[src/rtl/mips_multicycle.sv]
// Multi-cycle MIPS-I subset core with req/ack instruction and data memory ports.
// Each instruction walks FETCH/DECODE/EXEC[/MEM][/WB]; memory wait states simply stretch FETCH and MEM.
module mips_multicycle #(
    parameter logic [31:0] pc_init         = 32'h0,
    parameter logic [31:0] sp_init         = 32'h0,
    parameter logic [31:0] ra_init         = 32'h0,
    parameter bit          HALT_ON_ILLEGAL = 1'b1
) (
    input  logic        clk,
    input  logic        reset,
    input  logic [31:0] instr_in,
    input  logic        instr_ack,
    input  logic [31:0] data_in,
    input  logic        data_ack,
    output logic        instr_req,
    output logic [31:0] instr_addr,
    output logic        data_req,
    output logic        data_rd_wr,
    output logic [31:0] data_addr,
    output logic [31:0] data_out,
    output logic        halted
);

    localparam logic [2:0] S_FETCH  = 3'd0;
    localparam logic [2:0] S_DECODE = 3'd1;
    localparam logic [2:0] S_EXEC   = 3'd2;
    localparam logic [2:0] S_MEM    = 3'd3;
    localparam logic [2:0] S_WB     = 3'd4;
    localparam logic [2:0] S_HALT   = 3'd5;

    localparam logic [5:0] OP_RTYPE = 6'h00;
    localparam logic [5:0] OP_J     = 6'h02;
    localparam logic [5:0] OP_JAL   = 6'h03;
    localparam logic [5:0] OP_BEQ   = 6'h04;
    localparam logic [5:0] OP_BNE   = 6'h05;
    localparam logic [5:0] OP_ADDIU = 6'h09;
    localparam logic [5:0] OP_LW    = 6'h23;
    localparam logic [5:0] OP_SW    = 6'h2B;

    localparam logic [5:0] F_SLL  = 6'h00;
    localparam logic [5:0] F_JR   = 6'h08;
    localparam logic [5:0] F_ADDU = 6'h21;
    localparam logic [5:0] F_SUBU = 6'h23;
    localparam logic [5:0] F_AND  = 6'h24;
    localparam logic [5:0] F_OR   = 6'h25;
    localparam logic [5:0] F_SLT  = 6'h2A;

    logic [2:0]         state;
    logic [31:0]        pc;
    logic [31:0]        ir;
    logic [31:0]        regs [32];
    logic signed [31:0] rs_val;
    logic signed [31:0] rt_val;
    logic signed [31:0] imm_sext;
    logic [31:0]        alu_out;

    logic [5:0]  opcode;
    logic [5:0]  funct;
    logic [4:0]  rs;
    logic [4:0]  rt;
    logic [4:0]  rd;
    logic [4:0]  shamt;
    logic [15:0] imm;
    logic [25:0] target;
    logic [4:0]  wb_idx;
    logic [31:0] pc_plus4;
    logic [31:0] mem_addr;
    logic [31:0] branch_target;
    logic [31:0] jump_target;
    logic [2:0]  trap_state;
    logic        legal;

    assign opcode = ir[31:26];
    assign rs     = ir[25:21];
    assign rt     = ir[20:16];
    assign rd     = ir[15:11];
    assign shamt  = ir[10:6];
    assign funct  = ir[5:0];
    assign imm    = ir[15:0];
    assign target = ir[25:0];

    assign wb_idx        = (opcode == OP_RTYPE) ? rd : rt;
    assign pc_plus4      = pc + 32'd4;
    assign mem_addr      = rs_val + imm_sext;
    assign branch_target = pc_plus4 + {imm_sext[29:0], 2'b00};
    assign jump_target   = {pc_plus4[31:28], target, 2'b00};
    assign trap_state    = HALT_ON_ILLEGAL ? S_HALT : S_FETCH;

    // Requests are gated by reset so they drop the instant reset asserts.
    assign instr_req  = reset && (state == S_FETCH);
    assign data_req   = reset && (state == S_MEM);
    assign instr_addr = pc;
    assign halted     = (state == S_HALT);

    function automatic logic [31:0] alu_r(input logic [5:0] fn, input logic signed [31:0] a,
                                          input logic signed [31:0] b, input logic [4:0] sh);
        case (fn)
            F_ADDU:  return a + b;
            F_SUBU:  return a - b;
            F_AND:   return a & b;
            F_OR:    return a | b;
            F_SLT:   return {31'd0, (a < b)};
            F_SLL:   return b << sh;
            default: return 32'd0;
        endcase
    endfunction

    always_comb begin
        legal = 1'b0;
        case (opcode)
            OP_RTYPE: begin
                case (funct)
                    F_ADDU, F_SUBU, F_AND, F_OR, F_SLT, F_SLL, F_JR: legal = 1'b1;
                    default:                                         legal = 1'b0;
                endcase
            end
            OP_ADDIU, OP_LW, OP_SW, OP_BEQ, OP_BNE, OP_J, OP_JAL: legal = 1'b1;
            default:                                              legal = 1'b0;
        endcase
    end

    // Control: state, PC, register file and memory-port registers
    always_ff @(posedge clk or negedge reset) begin
        if (!reset) begin
            state      <= S_FETCH;
            pc         <= pc_init;
            data_rd_wr <= 1'b1;
            data_addr  <= 32'd0;
            data_out   <= 32'd0;
            for (int i = 0; i < 32; i++) regs[i] <= 32'd0;
            regs[29] <= sp_init;
            regs[31] <= ra_init;
        end else begin
            case (state)
                S_FETCH: begin
                    if (instr_ack) state <= S_DECODE;
                end
                S_DECODE: begin
                    if (legal) begin
                        state <= S_EXEC;
                    end else begin
                        state <= trap_state;
                        if (!HALT_ON_ILLEGAL) pc <= pc_plus4;
                    end
                end
                S_EXEC: begin
                    case (opcode)
                        OP_RTYPE: begin
                            if (funct == F_JR) begin
                                pc    <= rs_val;
                                state <= S_FETCH;
                            end else begin
                                state <= S_WB;
                            end
                        end
                        OP_ADDIU: state <= S_WB;
                        OP_LW, OP_SW: begin
                            if (mem_addr[1:0] != 2'b00) begin
                                state <= trap_state;
                                if (!HALT_ON_ILLEGAL) pc <= pc_plus4;
                            end else begin
                                data_addr  <= mem_addr;
                                data_rd_wr <= (opcode == OP_LW);
                                data_out   <= rt_val;
                                state      <= S_MEM;
                            end
                        end
                        OP_BEQ: begin
                            pc    <= (rs_val == rt_val) ? branch_target : pc_plus4;
                            state <= S_FETCH;
                        end
                        OP_BNE: begin
                            pc    <= (rs_val != rt_val) ? branch_target : pc_plus4;
                            state <= S_FETCH;
                        end
                        OP_J: begin
                            pc    <= jump_target;
                            state <= S_FETCH;
                        end
                        OP_JAL: begin
                            regs[31] <= pc_plus4;
                            pc       <= jump_target;
                            state    <= S_FETCH;
                        end
                        default: begin
                            pc    <= pc_plus4;
                            state <= S_FETCH;
                        end
                    endcase
                end
                S_MEM: begin
                    if (data_ack) begin
                        if (data_rd_wr) begin
                            state <= S_WB;
                        end else begin
                            pc    <= pc_plus4;
                            state <= S_FETCH;
                        end
                    end
                end
                S_WB: begin
                    if (wb_idx != 5'd0) regs[wb_idx] <= alu_out;
                    pc    <= pc_plus4;
                    state <= S_FETCH;
                end
                S_HALT:  state <= S_HALT;
                default: state <= S_FETCH;
            endcase
        end
    end

    // Datapath: instruction register, operand latches and result register
    always_ff @(posedge clk) begin
        case (state)
            S_FETCH: begin
                if (instr_ack && instr_req) ir <= instr_in;
            end
            S_DECODE: begin
                rs_val   <= regs[rs];
                rt_val   <= regs[rt];
                imm_sext <= {{16{imm[15]}}, imm};
            end
            S_EXEC: begin
                alu_out <= (opcode == OP_RTYPE) ? alu_r(funct, rs_val, rt_val, shamt) : mem_addr;
            end
            S_MEM: begin
                if (data_ack && data_req) alu_out <= data_in;
            end
            default: ;
        endcase
    end

endmodule

[config.mk]
export PLATFORM = sky130hd
export DESIGN_NAME = mips_multicycle
export DESIGN_NICKNAME = d
export VERILOG_FILES = /design/src/rtl/mips_multicycle.sv
export SDC_FILE = /design/constraint.sdc
export NUM_CORES = 2
export LEC_CHECK = 0
export CAP_MARGIN = 25
export CELL_PAD_IN_SITES_DETAIL_PLACEMENT = 1
export CELL_PAD_IN_SITES_GLOBAL_PLACEMENT = 1
export CORE_MARGIN = 5
export CORE_UTILIZATION = 35
export CTS_BUF_LIST = sky130_fd_sc_hd__clkbuf_16
export DETAILED_ROUTE_END_ITERATION = 10
export DONT_BUFFER_PORTS = 1
export GPL_ROUTABILITY_DRIVEN = 0
export PLACE_DENSITY_LB_ADDON = 0.1
export SKIP_LAST_GASP = 1
export SLEW_MARGIN = 40
export SYNTH_ARGS = -nofsm -noshare
export SYNTH_HDL_FRONTEND = slang
export SYNTH_SLANG_ARGS = --single-unit
[constraint.sdc]
create_clock -name clk -period 8.95 [get_ports clk]
set_input_delay 0 -clock clk [delete_from_list [all_inputs] [get_ports clk]]
set_output_delay 0 -clock clk [all_outputs]
set_load 0.01 [all_outputs]
Word level (Yosys, flattened, before mapping)
Index checks and enable logic that the tools add are counted.
{"block": "word_totals", "reg_bits": 1268, "latchBits": 0, "ramBits": 0, "rom_bits": 0, "in_bits": 68, "output_inout_bits": 100, "elab_cells": 146, "mem_count": 0}
{"block": "op_classes", "add_sub_neg": 5, "n_mul": 0, "div_mod_pow": 0, "order_cmp": 5, "eq_ne": 28, "n_shift": 1, "mux": 34, "n_bitwise": 6, "reduce_logical": 25}
{"operator": "1024-bit bitwise mux", "count": 1}
{"operator": "32-bit two-way mux", "count": 14}
{"operator": "32-bit binary-select mux with 5-bit select", "count": 2}
{"operator": "32-bit one-hot mux with 6 select lines", "count": 1}
{"operator": "32-bit demux with 5-bit select", "count": 1}
{"operator": "32-bit one-hot mux with 5 select lines", "count": 1}
{"operator": "32-bit one-hot mux with 2 select lines", "count": 2}
{"operator": "32-bit one-hot mux with 3 select lines", "count": 1}
{"operator": "32-bit adder", "count": 2}
{"operator": "6-bit == test, second input constant", "count": 7}
{"operator": "32-bit by 16-bit adder with 32-bit output", "count": 1}
{"operator": "32-bit by 3-bit adder with 32-bit output, second input constant", "count": 1}
{"operator": "32-bit AND", "count": 1}
{"operator": "32-bit == test", "count": 1}
{"operator": "32-bit less-than comparator", "count": 1}
{"operator": "32-bit inequality test", "count": 1}
{"operator": "32-bit bitwise OR", "count": 1}
{"operator": "32-bit by 5-bit << shifter with 32-bit output", "count": 1}
{"operator": "32-bit subtractor", "count": 1}
{"operator": "6-bit greater-or-equal comparator, second input constant", "count": 3}
{"operator": "3-bit two-way mux", "count": 6}
{"operator": "5-bit NOT with 6-bit output", "count": 3}
{"operator": "3-bit one-hot mux with 5 select lines", "count": 1}
{"operator": "7-bit OR reduction", "count": 2}
{"operator": "other kinds (26)", "count": 48}

Depth between registers and ports, before layout
{"block": "depth", "word_depth": 10, "depth_mapped": 18, "mapped_depth_nobuf": 16}

Worst setup path before layout
Ideal clock, no wire load.
{"block": "synth_timing", "path_type": "reg2reg", "from": "register state[1]", "to": "register imm_sext[0] (enable)", "setup_ns": 0.617, "t_arrival_ns": 6.073, "required_ns": 8.333, "path_slack_ns": 2.260, "stages_incl_launch_ff": 3, "n_path_buf": 1, "synth_period_minus_slack_ns": 6.690, "path_cell_list": "dfrtp_1 clkbuf_1 nor3_1"}
{"block": "synth_via", "elab_chain_len": 1}
{"element": "start, declared", "line_no": "48", "rtl": "logic [2:0] state;"}
{"element": "start signal, assigned", "line_no": "142", "rtl": "state <= trap_state;"}
{"element": "start signal, assigned", "line_no": "159", "rtl": "state <= trap_state;"}
{"element": "3-bit by 1-bit == test with 1-bit output", "line_no": "214", "rtl": "case (state)"}
{"element": "end signal, assigned", "line_no": "221", "rtl": "imm_sext <= {{16{imm[15]}}, imm};"}
{"element": "end, declared", "line_no": "54", "rtl": "logic signed [31:0] imm_sext;"}
No other way between the ends.
A chain may end at the register's enable or synchronous reset.

Final worst setup path
{"block": "layout_timing", "from": "register ir[30]", "to": "register regs[319] in the netlist's numbering"}
{"block": "layout_via", "elab_chain_len": 8, "elab_cells_between_ends": 11, "classes_between": "order compare (2); mux (4); bitwise (1); reduce/logical (4)"}
{"element": "start, declared", "line_no": "50", "rtl": "logic [31:0] ir;"}
{"element": "start signal, assigned", "line_no": "216", "rtl": "if (instr_ack && instr_req) ir <= instr_in;"}
{"element": "6-bit logical NOT *", "line_no": "82", "rtl": "assign wb_idx = (opcode == OP_RTYPE) ? rd : rt;"}
{"element": "5-bit two-way mux *", "line_no": "82"}
{"element": "5-bit NOT with 6-bit output (not written as such)", "line_no": "202", "rtl": "if (wb_idx != 5'd0) regs[wb_idx] <= alu_out;"}
{"element": "6-bit greater-or-equal comparator (not written as such) / 6-bit by 1-bit less-than comparator with 1-bit output (equally long branches)", "line_no": "202"}
{"element": "1-bit logical AND (not written as such)", "line_no": "202"}
{"element": "32-bit two-way mux (not written as such)", "line_no": "202"}
{"element": "32-bit demux with 5-bit select", "line_no": "202"}
{"element": "1024-bit bitwise mux", "line_no": "202"}
{"element": "end signal, assigned by index", "line_no": "202"}
{"element": "end, declared", "line_no": "51", "rtl": "logic [31:0] regs [32];"}
Every way passes the cells marked *; elsewhere a longest branch is shown, timed or not.

==> summary.txt <==
Clocking
  • TritonCTS clock tree: built
  • CTS Sinks: approximately 1300
  • CTS buffer count: between 150 and 200
  • Clock Tree Root: clkbuf_16
  • Htree depth: 4
  • Clk buf depth: 3
  • Worst skew pair latency: roughly 0.84 ns
  • CTS resizes: 0
  • Clock-pin slew of the registers on the worst-case setup and hold paths: ~0.08 ns

Routing
  • Routed Antenna Nets: 0
  • Iter 0 DRT Violations: between 3000 and 4000
  • Pre-Repair DR Iteration Count: 6
  • DR vias: around 50000
  • WL per Instance: roughly 35 um
  • DRC violations left: 0
  • Wirelength, routed: roughly 290000 um
  • Vias/cell: 6.014

STA
  • Max Fclk: 0.2038 GHz
  • Final worst path period share: 0.5483
  • Final setup vio count: 0
  • Final Hold Viols: 0
  • Tightest Pin Transition: around 0.91 ns
  • Hold Worst Slack: around 0.046 ns
  • Fin. max-slew vios: 0
  • Post-Route Skew: about 0.046 ns
  • Unrepaired setup endpoints after global routing: false
  • Slew HR: 0.3914
  • Final TNS setup: 0 ns
  • Fin crit period: around 4.9 ns

Die
  • Io pins: between 150 and 200
  • Die area: approximately 0.22 mm2
  • Chip Width: about 470 um
  • Std-Cell Core Area: about 0.21 mm2
  • Std cell rows: approximately 170
  • Die Span Y: approximately 470 um
  • Initial Util: 0.3506

Placed design
  • Port Buffer Count: 0
  • Post-DP HPWL: just under 200000 um

Yosys
  • Synth area leader: dfrtp_1
  • Synthesized flop and latch total: approximately 1300
  • Seq/Total Area, Yosys: 0.4378
  • Netlist cell types: 95
  • Top FF cell, synth: dfrtp_1
  • Synth Warn #: 0
  • Syn Inst Count: approximately 5500
  • Top cell type's share of synthesized area: 0.3791
  • Post-synth EDFFs: 144
  • FFs w/ async S/R, synth: 0.8864
  • Synth Area per Inst: around 13 um2
  • Cell Area, Synth: 0.07413 mm2
  • Leading post-synthesis cells by cell area: dfrtp_1 38%, mux4_2 20%, mux2_2 14%, edfxtp_1 5.8%, ha_1 2.7%
  • Syn_nets: approximately 5700

Global route
  • Initial antenna violation count: 15
  • GRT Util Overall: 0.2603
  • Wire length of the first global-routing pass: ~420000 um
  • Grt ovf: 0
  • Vias in the first global route: between 50000 and 60000
  • Pin count of the biggest net entering global routing: 106

Setup path
  • CP Capture Type: flip-flop
  • Required time of the critical path: between 9 and 10 ns
  • Crit path launch: ir[30]$_DFFE_PP_
  • CP Launch Type: flip-flop
  • Critical path peak fanout: 47
  • R2r startpoint: ir[30]$_DFFE_PP_
  • CP Class: flip-flop to flip-flop
  • Worst Path Arrival: between 5 and 6 ns

Worst hold path
  • Worst hold path class: input port to flip-flop
  • Hold_sp: data_in[8]

Finish
  • Share of cells above drive strength 1: 0.3750
  • Final Net Count: 5676
  • Commonest non-fill, non-tap cell in the layout: dfrtp_1
  • Fill count: 21500
  • Leading cell types in the layout, fill and taps excluded: 1123 x dfrtp_1, 943 x mux2_2, 655 x mux4_2
  • P&R area growth vs syn: 12.67%

Power
  • Peak supply drop: ~0.19 mV
  • Power Density: around 310 mW/mm2
  • Leak: roughly 0.036 uW

Run status
  • Status: complete, no violations

Job
  • Max_cap viols: 0
## final cells by class
type,instances,area (um2),area share
clock buffers,161,4029,0.04824
repair buffers,290,2974,0.03561
clock inverters,121,917.1,0.01098
inverters,147,551.8,0.006607
well taps,2821,3530,0.04226
flip-flops and latches,1268,32450,0.3886
diodes,4,10.01,0.0001199
multi-input cells,3579,39050,0.4676
## metal layers
metal | up-vias | GRT usage | part of all wire
met1 | 27740 | 0.3550 | 0.44
met5 | - | 0 | 0.000065
met2 | 1399 | 0.4223 | 0.47
li1 | 20880 | - | -
met3 | 442 | 0.03785 | 0.047
met4 | 2 | 0.09833 | 0.043
## cells by family (layout without fill, tap and decap cells)
logic type      count (synthesis)  after routing  share of synthesized area
fa+ha+maj                     166            166                    0.02842
simple gates                  762            762                    0.04900
other cells                     0              4                          0
buf+inv                       658            719                    0.03821
flops                        1268           1268                     0.4378
compound gates                784            784                    0.06792
xor+xnor                      103            103                    0.01227
mux                          1764           1764                     0.3664
## synth_stat cells (all sizes together), types with 22 or more instances
library cell,instances
mux2i,69
mux2,1040
a21oi,221
o21a,25
inv,145
ha,162
edfxtp,144
dfrtp,1123
nand2b,25
nand2,277
o21ai,201
xor2,27
a222oi,22
nand3,37
mux4,655
buf,180
xnor2,76
a31oi,26
nor2b,25
a211oi,25
nand4,26
a21o,55
nor3,46
o22ai,23
clkbuf,331
nor2,236
## critical path: stages, from the launching register on
cell and delay [ns]:
edfxtp_1 0.44, or3_1 0.58, nor4_4 0.22, buf_4 0.61
mux2i_2 0.66, nand2_1 0.40, nor2_4 0.72, buf_4 0.61
mux2_2 0.40
## report_power, final
part / leakage (uW) / internal, uW / switching (uW)
combinational: 0.0170 / 4660 / 5050
sequential: 0.0163 / 7830 / 1840
clock: 0.00258 / 3550 / 2700
## path summary, 6_finish.rpt
path	end	slack, ns	cells after the start
max	regs[319]$_DFFE_PN0P_	4.04	8
min	alu_out[8]$_DFFE_PP_	0.05	3
max reg2reg	regs[319]$_DFFE_PN0P_	4.04	8
min reg2reg	regs[992]$_DFFE_PN0P_	0.39	0
max in group asynchronous	regs[960]$_DFFE_PN0P_	6.42	6
min in group asynchronous	data_rd_wr$_DFFE_PN1P_	0.44	3
## flip-flops by register name, summed over array words and instances, names as in the netlist
register,count
regs,1024
alu_out,32
data_addr,32
data_out,32
instr_addr,32
ir,32
rs_val,32
rt_val,32
imm_sext,16
state,3
data_rd_wr,1
## what timing repair did
item                      4_1_cts  5_1_grt
setup buffers                   0        0
hold buffers                  112        0
hold endpoints to repair      403        0
## per-stage QoR
step / power (uW) / util / area (um2) / std cells / setup slack, ns
final: 25630 / 0.3950 / 83520 / 8391 / 4.043
after global routing: 26880 / 0.3949 / 83510 / 8388 / 3.838
after CTS: 25710 / 0.3948 / 83470 / 8386 / 4.036
after detailed placement: 19270 / 0.3660 / 77390 / 7992 / 4.054
after global placement: 18990 / 0.3621 / 76560 / 7948 / 4.001
after floorplan: 15610 / - / 74130 / 5505 / 2.260
Power figures use the tool's default switching activity.
